## config.mk

```make
export PLATFORM = sky130hd
export DESIGN_NAME = bg_scaler_renderer
export DESIGN_NICKNAME = d
export VERILOG_FILES = /design/src/rtl/bg_render_pkg.sv /design/src/rtl/bg_dda_axis.sv /design/src/rtl/bg_scaler_renderer.sv
export SDC_FILE = /design/constraint.sdc
export NUM_CORES = 1
export LEC_CHECK = 0
export BUFFER_PORTS_ARGS = -buffer_cell sky130_fd_sc_hd__buf_2
export CAP_MARGIN = 20
export CORE_UTILIZATION = 45
export DETAILED_ROUTE_END_ITERATION = 10
export HOLD_SLACK_MARGIN = 0.08
export PLACE_DENSITY = 0.68
export SKIP_CTS_REPAIR_TIMING = 1
export SYNTH_ARGS = -nofsm -noshare
export SYNTH_HDL_FRONTEND = slang
export SYNTH_SLANG_ARGS = --single-unit
```

## constraint.sdc

```tcl
create_clock -name vga_clk -period 4.05 [get_ports vga_clk]
set_input_delay 0.2025 -clock vga_clk [delete_from_list [all_inputs] [get_ports vga_clk]]
set_output_delay 0.2025 -clock vga_clk [all_outputs]
set_load 0.01 [all_outputs]
```

## src/rtl/bg_render_pkg.sv

```systemverilog
// Shared types and constants for the background renderer.
package bg_render_pkg;

  // Frame rendering mode, latched once per frame.
  typedef enum logic {
    MODE_STRETCH = 1'b0,
    MODE_TILE    = 1'b1
  } bg_mode_e;

  // Pixel-in to colour-out latency: DDA state, ROM address, ROM data, output register.
  localparam int RENDER_LATENCY = 3;

  // Default visible screen size.
  localparam int SCR_W_DEFAULT = 640;
  localparam int SCR_H_DEFAULT = 480;

  // Scroll inputs are 10 bits wide, so they never exceed this range.
  localparam int SCROLL_RANGE = 1024;

  // Conditional subtracts needed to reduce any scroll value below src:
  // (SCROLL_RANGE-1)/src, i.e. 2 for a 400-wide and 3 for a 300-high source.
  function automatic int mod_stages(input int src);
    return (SCROLL_RANGE - 1) / src;
  endfunction

endpackage

```

## src/rtl/bg_dda_axis.sv

```systemverilog
// One axis of the scaler: source position, Bresenham-style error term and a
// linear address contribution (position * STRIDE) tracked with adds only.
module bg_dda_axis #(
  parameter int SRC    = 400,   // source extent along this axis
  parameter int SCR    = 640,   // screen extent along this axis (SRC <= SCR)
  parameter int STRIDE = 1,     // address weight of one source step
  parameter int W      = 10,    // position / offset width
  parameter int AW     = 17     // address contribution width
) (
  input  logic          clk,
  input  logic          rst_n,
  input  logic          restart_i,   // load offset, clear error
  input  logic          advance_i,   // one screen pixel/row elapsed
  input  logic          tile_i,      // 1: step every advance; 0: stretch
  input  logic [W-1:0]  offset_i,    // start position, already < SRC
  output logic [AW-1:0] lin_o        // position * STRIDE
);

  // Error must hold up to (SCR-1)+SRC before the compare.
  localparam int EW = $clog2(SRC + SCR);
  localparam logic [EW-1:0] SRC_E    = EW'(SRC);
  localparam logic [EW-1:0] SCR_E    = EW'(SCR);
  localparam logic [W-1:0]  LAST_P   = W'(SRC - 1);
  localparam logic [AW-1:0] STRIDE_A = AW'(STRIDE);

  logic [W-1:0]  pos_q, pos_d;
  logic [EW-1:0] err_q, err_d;
  logic [AW-1:0] lin_q, lin_d;
  logic [EW-1:0] err_sum;
  logic          over;
  logic          step;
  logic [AW-1:0] offset_lin;

  // Restart value offset*STRIDE built as a shift-add over the offset bits.
  always_comb begin
    offset_lin = '0;
    for (int i = 0; i < W; i++) begin
      if (offset_i[i]) offset_lin = offset_lin + (STRIDE_A << i);
    end
  end

  // Next-state: restart wins, otherwise accumulate and step with wrap to 0.
  always_comb begin
    err_sum = err_q + SRC_E;
    over    = (err_sum >= SCR_E);
    step    = advance_i && (tile_i || over);
    pos_d   = pos_q;
    err_d   = err_q;
    lin_d   = lin_q;
    if (restart_i) begin
      pos_d = offset_i;
      err_d = '0;
      lin_d = offset_lin;
    end else if (advance_i) begin
      if (!tile_i) err_d = over ? (err_sum - SCR_E) : err_sum;
      if (step) begin
        if (pos_q == LAST_P) begin
          pos_d = '0;
          lin_d = '0;
        end else begin
          pos_d = pos_q + W'(1);
          lin_d = lin_q + STRIDE_A;
        end
      end
    end
  end

  // Axis state registers.
  always_ff @(posedge clk or negedge rst_n) begin
    if (!rst_n) begin
      pos_q <= '0;
      err_q <= '0;
      lin_q <= '0;
    end else begin
      pos_q <= pos_d;
      err_q <= err_d;
      lin_q <= lin_d;
    end
  end

  assign lin_o = lin_q;

endmodule

```

## src/rtl/bg_scaler_renderer.sv

```systemverilog
// Full-screen background renderer: per-frame latched mode/scroll, two DDA axes
// producing a registered ROM address, then palette lookup with a delayed blank.
module bg_scaler_renderer
  import bg_render_pkg::*;
#(
  parameter int SRC_W      = 400,
  parameter int SRC_H      = 300,
  parameter int SCR_W      = SCR_W_DEFAULT,   // must be < 1024 (10-bit DrawX)
  parameter int SCR_H      = SCR_H_DEFAULT,   // must be < 1024 (10-bit DrawY)
  parameter int IDX_W      = 4,
  parameter int ADDR_W     = 17,
  parameter int TRANSP_IDX = 0
) (
  input  logic              vga_clk,
  input  logic              reset_n,
  input  logic [9:0]        DrawX,
  input  logic [9:0]        DrawY,
  input  logic              blank,
  input  logic              mode,
  input  logic [9:0]        scroll_x,
  input  logic [9:0]        scroll_y,
  output logic [ADDR_W-1:0] rom_addr,
  input  logic [IDX_W-1:0]  rom_q,
  output logic [IDX_W-1:0]  pal_index,
  input  logic [3:0]        pal_red,
  input  logic [3:0]        pal_green,
  input  logic [3:0]        pal_blue,
  output logic [3:0]        red,
  output logic [3:0]        green,
  output logic [3:0]        blue,
  output logic              transparent
);

  localparam logic [9:0] SRC_W_C = 10'(SRC_W);
  localparam logic [9:0] SRC_H_C = 10'(SRC_H);
  localparam logic [9:0] SCR_W_C = 10'(SCR_W);
  localparam logic [9:0] SCR_H_C = 10'(SCR_H);
  localparam logic [IDX_W-1:0] TRANSP_C = IDX_W'(TRANSP_IDX);
  localparam int NSUB_X = mod_stages(SRC_W);
  localparam int NSUB_Y = mod_stages(SRC_H);

  // Frame-latched controls.
  bg_mode_e   mode_q;
  logic [9:0] sx_q;
  logic [9:0] sy_q;
  logic [9:0] last_y_q;

  // Pipeline.
  logic [ADDR_W-1:0]         rom_addr_q, rom_addr_d;
  logic [RENDER_LATENCY-1:0] blank_q;
  logic [3:0]                red_q, green_q, blue_q;
  logic                      transparent_q;

  logic [9:0]        sx_mod, sy_mod, sx_eff;
  logic              frame_start, in_cols, in_rows;
  logic              x_restart, x_advance, y_advance, tile;
  logic [ADDR_W-1:0] x_lin, y_lin;

  // Scroll modulo by a bounded chain of compare/subtract stages (no divider).
  always_comb begin
    sx_mod = scroll_x;
    for (int i = 0; i < NSUB_X; i++) begin
      if (sx_mod >= SRC_W_C) sx_mod = sx_mod - SRC_W_C;
    end
    sy_mod = scroll_y;
    for (int i = 0; i < NSUB_Y; i++) begin
      if (sy_mod >= SRC_H_C) sy_mod = sy_mod - SRC_H_C;
    end
  end

  // Axis control. Off-screen positions hold both accumulators. On the frame
  // start pixel the freshly reduced scroll is used so row 0 needs no extra cycle.
  always_comb begin
    frame_start = (DrawX == 10'd0) && (DrawY == 10'd0);
    in_cols     = (DrawX < SCR_W_C);
    in_rows     = (DrawY < SCR_H_C);
    x_restart   = (DrawX == 10'd0) && in_rows;
    x_advance   = (DrawX != 10'd0) && in_cols && in_rows;
    y_advance   = (DrawX == 10'd0) && (DrawY != last_y_q) && (DrawY != 10'd0) && in_rows;
    tile        = (mode_q == MODE_TILE);
    sx_eff      = frame_start ? sx_mod : sx_q;
  end

  bg_dda_axis #(
    .SRC(SRC_W), .SCR(SCR_W), .STRIDE(1), .W(10), .AW(ADDR_W)
  ) u_dda_x (
    .clk       (vga_clk),
    .rst_n     (reset_n),
    .restart_i (x_restart),
    .advance_i (x_advance),
    .tile_i    (tile),
    .offset_i  (sx_eff),
    .lin_o     (x_lin)
  );

  bg_dda_axis #(
    .SRC(SRC_H), .SCR(SCR_H), .STRIDE(SRC_W), .W(10), .AW(ADDR_W)
  ) u_dda_y (
    .clk       (vga_clk),
    .rst_n     (reset_n),
    .restart_i (frame_start),
    .advance_i (y_advance),
    .tile_i    (tile),
    .offset_i  (sy_mod),
    .lin_o     (y_lin)
  );

  // Address is row base plus column; both terms stay below their source extents.
  always_comb begin
    rom_addr_d = y_lin + x_lin;
  end

  // Latch mode/scroll at the first pixel of each frame; track last row seen.
  always_ff @(posedge vga_clk or negedge reset_n) begin
    if (!reset_n) begin
      mode_q   <= MODE_STRETCH;
      sx_q     <= '0;
      sy_q     <= '0;
      last_y_q <= '0;
    end else begin
      last_y_q <= DrawY;
      if (frame_start) begin
        mode_q <= bg_mode_e'(mode);
        sx_q   <= sx_mod;
        sy_q   <= sy_mod;
      end
    end
  end

  // Address register, blank delay line and colour/transparency outputs.
  always_ff @(posedge vga_clk or negedge reset_n) begin
    if (!reset_n) begin
      rom_addr_q    <= '0;
      blank_q       <= '0;
      red_q         <= '0;
      green_q       <= '0;
      blue_q        <= '0;
      transparent_q <= 1'b0;
    end else begin
      rom_addr_q <= rom_addr_d;
      blank_q    <= {blank_q[RENDER_LATENCY-2:0], blank};
      if (blank_q[RENDER_LATENCY-1]) begin
        red_q         <= pal_red;
        green_q       <= pal_green;
        blue_q        <= pal_blue;
        transparent_q <= (rom_q == TRANSP_C);
      end else begin
        red_q         <= '0;
        green_q       <= '0;
        blue_q        <= '0;
        transparent_q <= 1'b0;
      end
    end
  end

  assign rom_addr    = rom_addr_q;
  assign pal_index   = rom_q;
  assign red         = red_q;
  assign green       = green_q;
  assign blue        = blue_q;
  assign transparent = transparent_q;

  // sy_q is kept for observability of the frame latch; it feeds nothing else.
  logic sy_unused;
  assign sy_unused = ^sy_q;

endmodule

```

# --- Word-level counts from Yosys, hierarchy flattened ---
# Cells that the tools add are included.
# Widths: inputs -> output; s select.
classes:
  n_addsub: 32
  magnitude_cmp: 9
  eq_ne: 5
  muxes: 54
  n_reduce_logical: 24
op_table:
  columns: ["cell", "n"]
  rows:
  - ["$mux 17", 26]
  - ["$mux 10", 18]
  - ["$ge 10x9->1 const B", 6]
  - ["$sub 10x9->10 const B", 6]
  - ["$mux 11", 4]
  - ["$add 17x17->17 const B", 2]
  - ["$add 17x9->17 const B", 2]
  - ["$add 10x1->10 const B", 2]
  - ["$eq 10x9->1 const B", 2]
  - ["$logic_not 10->1", 2]
  - ["$reduce_bool 10->1", 2]
  - ["$add 17x1->17 const B", 1]
  - ["$add 17x10->17 const B", 1]
  - ["$add 17x11->17 const B", 1]
  - ["$add 17x12->17 const B", 1]
  - ["$add 17x13->17 const B", 1]
  - ["$add 17x14->17 const B", 1]
  - ["$add 17x15->17 const B", 1]
  - ["$add 17x16->17 const B", 1]
  - ["$add 17x17->17", 1]
  - ["$add 17x3->17 const B", 1]
  - ["$add 17x4->17 const B", 1]
  - ["$add 17x5->17 const B", 1]
  - ["$add 17x6->17 const B", 1]
  - ["other kinds (20)", 39]
word_totals:
  register_bits: 129
  wordCells: 139

# --- Depth between registers and ports, before layout ---
depth:
  depth_word: 26
  ltp_mapped: 41

# --- Hierarchy ---
# From an unflattened synthesis, not the netlist that was laid out.
hier_totals:
  cells_unflattened: 1026
  area_unflattened_um2: 9235.1
by_module_without_submodules:
  columns: ["mod", "n_inst", "cells_each", "area_each_um2", "seq_area_each_um2"]
  rows:
  - ["bg_scaler_renderer", 1, 381, 3636.0, 1351.3]
  - ["bg_dda_axis at u_dda_y", 1, 365, 3083.0, 775.7]
  - ["bg_dda_axis at u_dda_x", 1, 280, 2516.2, 850.8]

# --- Least setup slack after synthesis ---
# No wires, ideal clock.
synth_timing:
  path_kind: "in2reg"
  start: "in scroll_y[2]"
  end: "reg u_dda_y.lin_q[14] (netlist: u_dda_y.lin_o[14])"
  setup_time_ns: 0.137
  t_arrival_ns: 8.071
  setup_slack_ns: -4.158
  stages: 36
  cell_sequence: "ha_1 > o21ai_1 > a21oi_2 > mux2_2 > ha_1 > a211oi_1 > o21ai_1 > a21oi_1 > mux2_2 > ha_1 > a21oi_1 > nand2_1 > a21oi_1 > nor4_2 > o41ai_4 > buf_6 > mux2i_1 > inv_1 > nand2_1 > xnor2_1 > ha_1 > nor2b_1 > or2_2 > ha_1 > mux2i_1 > inv_1 > ha_1 > mux2_2 > ha_1 > mux2_2 > ha_1 > nand2_1 > xnor3_1 > ha_1 > mux2i_1 > o21ai_0"
synth_between:
  elab_chain_len: 26
  word_cells_on_any_way: 29
  classes_between: "add/sub: 12; order compare: 3; mux: 14"
synth_rtl:
  columns: ["element", "line_no", "rtl"]
  rows:
  - ["from (decl)", "bg_scaler_renderer.sv:21", "input logic [9:0] scroll_y,"]
  - ["$ge 10x9->1 or $sub 10x9->10 (tied branches)", "bg_scaler_renderer.sv:67", "if (sy_mod >= SRC_H_C) sy_mod = sy_mod - SRC_H_C;"]
  - ["$mux 10 *", "bg_scaler_renderer.sv:67", null]
  - ["$sub 10x9->10 or $ge 10x9->1 (tied branches)", "bg_scaler_renderer.sv:67", null]
  - ["$mux 10 *", "bg_scaler_renderer.sv:67", null]
  - ["$sub 10x9->10 or $ge 10x9->1 (tied branches)", "bg_scaler_renderer.sv:67", null]
  - ["$mux 10 *", "bg_scaler_renderer.sv:67", null]
  - ["$mux 9", "bg_dda_axis.sv:38", "if (offset_i[i]) offset_lin = offset_lin + (STRIDE_A << i);"]
  - ["$add 9x10->11", "bg_dda_axis.sv:38", null]
  - ["[... 10 more ...]", null, null]
  - ["$mux 17", "bg_dda_axis.sv:38", null]
  - ["$add 17x16->17", "bg_dda_axis.sv:38", null]
  - ["$mux 17", "bg_dda_axis.sv:38", null]
  - ["$add 17x17->17", "bg_dda_axis.sv:38", null]
  - ["$mux 17", "bg_dda_axis.sv:38", null]
  - ["$add 17x17->17", "bg_dda_axis.sv:38", null]
  - ["$mux 17 *", "bg_dda_axis.sv:38", null]
  - ["$mux 17 *", "bg_dda_axis.sv:50", "if (restart_i) begin"]
  - ["to (signal assigned)", "bg_dda_axis.sv:77", "lin_q <= lin_d;"]
  - ["to (decl)", "bg_dda_axis.sv:28", "logic [AW-1:0] lin_q, lin_d;"]
# Mark *: on every way between the ends. The rest lies on a longest branch, timed or not.
# A chain may end at the register's enable or synchronous reset.

# --- Worst setup path after layout ---
layout_timing:
  start: "in scroll_y[2]"
  end: "reg u_dda_y.lin_q[16] (netlist: u_dda_y.lin_o[16])"
# The elaborated chain is that of the path after synthesis.

==> reports/results.tsv <==
stage	metric	value	unit
synth	register bit count reported by yosys	119	
placed_design	sum of net half-perimeters after detailed placement	15.2	mm
finish	post-route core utilization	64.2	%
floorplan	area of the placeable core	0.0182	mm^2
clock_tree	CTS tree	built	
timing	Finish-stage setup viols	8	
worst_setup_path	delay contributed by the slowest stage of the critical path	0.45	ns
timing	Fin Setup TNS	-15.47	ns
synth	number of enable flip-flop cells after synthesis	0	
power_and_ir_drop	sequential power share	16.2	%
worst_setup_path	Setup crit start	scroll_y[2]	
floorplan	Die Span X	139	um
power_and_ir_drop	leakage power figure	5.43	nW
floorplan	Ports	94	
grt	sum of overflow across all layers after global routing	0	
timing	clock period minus final worst setup slack	6.66	ns
finish	total of fill cells in the finished design	1492	
power_and_ir_drop	power density of the placed cells	745	mW/mm^2
placed_design	placed cell count	1395	
outcome	failing checks	negative setup slack	
finish	fraction of layout cells with a size suffix above 1	30.8	%
worst_setup_path	cell class contributing the biggest share of worst-path delay	adder cells	
clock_tree	number of buffers created by CTS	17	
synth	Seq/Total Area, Yosys	35.1	%
timing	unrepaired setup endpoints after global routing	yes	
clock_tree	clock latency on the worst-skew pair	0.42	ns
power_and_ir_drop	highest ir drop seen on vdd	0.000755	V
timing	final cycle utilization of the critical path	164	%
floorplan	total die area	0.0194	mm^2
synth	leading area contributor after synthesis	dfrtp_1	
timing	Worst slew margin	42.9	%
synth	Synth Area per Inst	8.73	um^2
synth	synthesized net count	1072	
finish	area growth from synthesis to layout	37.7	%
synth	cell types with the highest counts after synthesis	119 x dfrtp_1, 98 x nand2_1, 85 x o21ai_0	
placed_design	number of buffers added on ports	93	
worst_hold_path	launch point of the worst hold path	scroll_x[3]	
power_and_ir_drop	combinational cell fraction of total power	65.5	%
power_and_ir_drop	Clock power frac	18.4	%
synth	post-synthesis instance total	972	
worst_setup_path	Worst Setup End Kind	flip-flop	
drt	WL per Instance	14.4	um
worst_setup_path	crit path buf inv count	4	
clock_tree	sinks on the clock net	119	
drt	total wire length	21.2	mm
timing	FMAX	150	MHz
worst_setup_path	r2r startpoint	u_dda_x.lin_o[5]$_DFFE_PN0P_	
floorplan	die span in y	139	um
worst_setup_path	data arrival at the endpoint of the critical path	6.93	ns
synth	netlist area before placement	0.00849	mm^2
worst_hold_path	classification of the worst-slack hold path	in -> reg	
outcome	result of the run	finished with violations	
drt	# DRC	0	
finish	final instance area	0.0117	mm^2
timing	transition at the pin with the smallest max-transition slack	0.845	ns
floorplan	placement row count	49	
timing	final setup slack of the worst path	-2.61	ns
synth	most common cell in the netlist	dfrtp_1	
clock_tree	clock input transition at the sequential cells of the worst setup and hold paths	0.06	ns
grt	maximum number of pins on one net before global-route repair	64	
drt	ratio of routed vias to standard cells	5.48	
worst_setup_path	Critical Setup Path Class	in -> reg	
grt	initial antenna violation count	0	
drt	drt first-iter violations	379	
grt	via count of the first global-routing pass	7523	
timing	worst setup skew after layout	0.0110	ns
grt	first-pass GRT wire length	34.1	mm
finish	filler-free cell count of the finished design	1472	
synth	cells taking the most area after synthesis	dfrtp_1 35%, ha_1 5.9%, o21ai_0 5.0%	
timing	final hold violation count	0	
timing	Max Slew Vio Count	0	
drt	number of nets with antenna violations after routing	0	
worst_setup_path	worst path required time	4.32	ns
synth	Yosys warning count	0	
floorplan	initial cell density of the core	46.6	%
clock_tree	worst-case clock buffer depth	2	
clock_tree	Clock H-tree levels	4	
drt	via count of the routed design	8067	
placed_design	routability cong.	0.866	
grt	total routing resource utilization after global routing	21.2	%
worst_setup_path	Worst path most repeated cell	ha_4	
synth	most frequently used flop master after synthesis	dfrtp_1	
run	max-cap violation count	0	
synth	Synth async-reset ratio	100	%
drt	Pre-Repair DR Iteration Count	5	
worst_setup_path	maximum fanout encountered on the critical timing path	7	
finish	# nets final	1330	
power_and_ir_drop	Pwr Total	8.70	mW
worst_setup_path	worst-path cell with the longest stage delay	xnor3_2	
clock_tree	master cell of the clock root buffer	clkbuf_16	
synth	number of unique standard cell types used by synthesis	83	
worst_setup_path	crit path launch type	input port	
power_and_ir_drop	switching power of the nets	3.26	mW
synth	top cell type's share of synthesized area	35.1	%
finish	diodes inserted	0	
power_and_ir_drop	switching share of power	37.5	%
power_and_ir_drop	Power Internal	5.44	mW
placed_design	cell area reported after detailed placement	0.0104	mm^2
-- cell type report --
type / count / area (um^2) / share of cell area [%]
Clock buffer: 18 / 429 / 3.67
Clock inverter: 14 / 201 / 1.72
Inverter: 41 / 156 / 1.34
Multi-Input combinational cell: 771 / 5650 / 48.4
Sequential cell: 119 / 2980 / 25.5
Tap cell: 229 / 287 / 2.45
Timing Repair Buffer: 280 / 1980 / 17.0
-- power groups by stage --
stage                     combinational (mW)  sequential [mW]  clock (mW)
after floorplan                         3.26             1.42           0
after global placement                  4.76             1.42           0
after detailed placement                4.89             1.42           0
after CTS                               4.91             1.40        1.61
after global routing                    6.24             1.42        1.67
final                                   5.70             1.41        1.60
-- sequential cells by signal, indices dropped and copies added, names as in the netlist, 7 cells and up --
register / count
rom_addr: 17
u_dda_x.lin_o: 17
u_dda_y.lin_o: 13
last_y_q: 10
sx_q: 10
u_dda_x.pos_q: 10
u_dda_y.pos_q: 10
u_dda_y.err_q: 8
u_dda_x.err_q: 7
-- cell usage in the layout (no fill, tap or decap), types with 5 or more instances in the layout --
master | synthesis | layout
a32oi_1 | 5 | 5
and3_1 | 26 | 26
xnor2_1 | 47 | 31
a21oi_1 | 72 | 69
inv_1 | 41 | 39
o22ai_1 | 5 | 5
nor3b_1 | 13 | 13
buf_4 | 7 | 153
a211oi_1 | 8 | 6
nor4_1 | 10 | 9
a22o_1 | 7 | 7
o21ai_1 | 7 | 7
xor2_1 | 25 | 23
nand2b_1 | 13 | 13
mux2_4 | 0 | 7
mux2i_1 | 14 | 11
or2_2 | 6 | 5
nor2b_1 | 7 | 6
o21a_1 | 19 | 19
nor2_1 | 65 | 63
buf_2 | 2 | 90
dfrtp_1 | 119 | 119
nor3_1 | 18 | 18
ha_1 | 40 | 30
dlygate4sd3_1 | 0 | 30
xnor2_2 | 4 | 18
a31oi_1 | 8 | 7
o31ai_1 | 6 | 6
buf_6 | 2 | 6
nand3_1 | 35 | 35
a21o_1 | 7 | 7
nand2_1 | 98 | 93
and2_1 | 21 | 21
clkinv_4 | 0 | 6
nand4_1 | 8 | 8
o211ai_1 | 5 | 5
ha_4 | 0 | 10
nand2_2 | 0 | 5
clkbuf_16 | 0 | 17
o21ai_0 | 85 | 83
-- worst paths after layout --
check,end,slack (ns),depth (start not counted)
setup / recovery,u_dda_y.lin_o[16]$_DFFE_PN0P_,-2.61,38
hold / removal,sx_q[3]$_DFF_PN0_,0.11,3
setup reg to reg,rom_addr[16]$_DFF_PN0_,0.86,14
hold reg to reg,blank_q[2]$_DFF_PN0_,0.34,0
max in group asynchronous,u_dda_y.pos_q[8]$_DFFE_PN0P_,2.62,3
min in group asynchronous,u_dda_x.err_q[10]$_DFFE_PN0P_,0.41,2
-- cell families after synthesis --
kind of cell	Yosys count	synth area share, %
AND/OR/NAND/NOR	340	20.6
AO/OA/AOI/OAI	286	22.0
flip-flops	119	35.1
buffers and inverters	82	4.14
XOR/XNOR	81	9.30
adder cells (fa/ha/maj)	40	5.90
multiplexers	24	2.98
-- routing by layer --
layer	part of all wire, %	up-vias	global-route usage [%]	wire length, um
met2	51	160	37.5	10800
met1	44	3866	26.5	9290
met3	3.7	27	3.51	776
li1	-	4014	-	-
met4	1.5	0	6.02	319
met5	0	-	0	0
-- worst min-delay path, cell delays in order --
cell and delay [ns]:
buf_2 0.10, nand2_1 0.05, nand2_1 0.12
-- through the flow --
stage | hold WS (ns) | worst slack [ns]
4_1_cts | -0.117 | -2.91
5_1_grt | 0.123 | -2.91
6_report | 0.110 | -2.61
3_3_place_gp | 0.312 | -3.21
3_5_place_dp | 0.312 | -3.32
2_1_floorplan | -0.0931 | -3.26
Note: power is estimated with default switching activity, not from simulation.
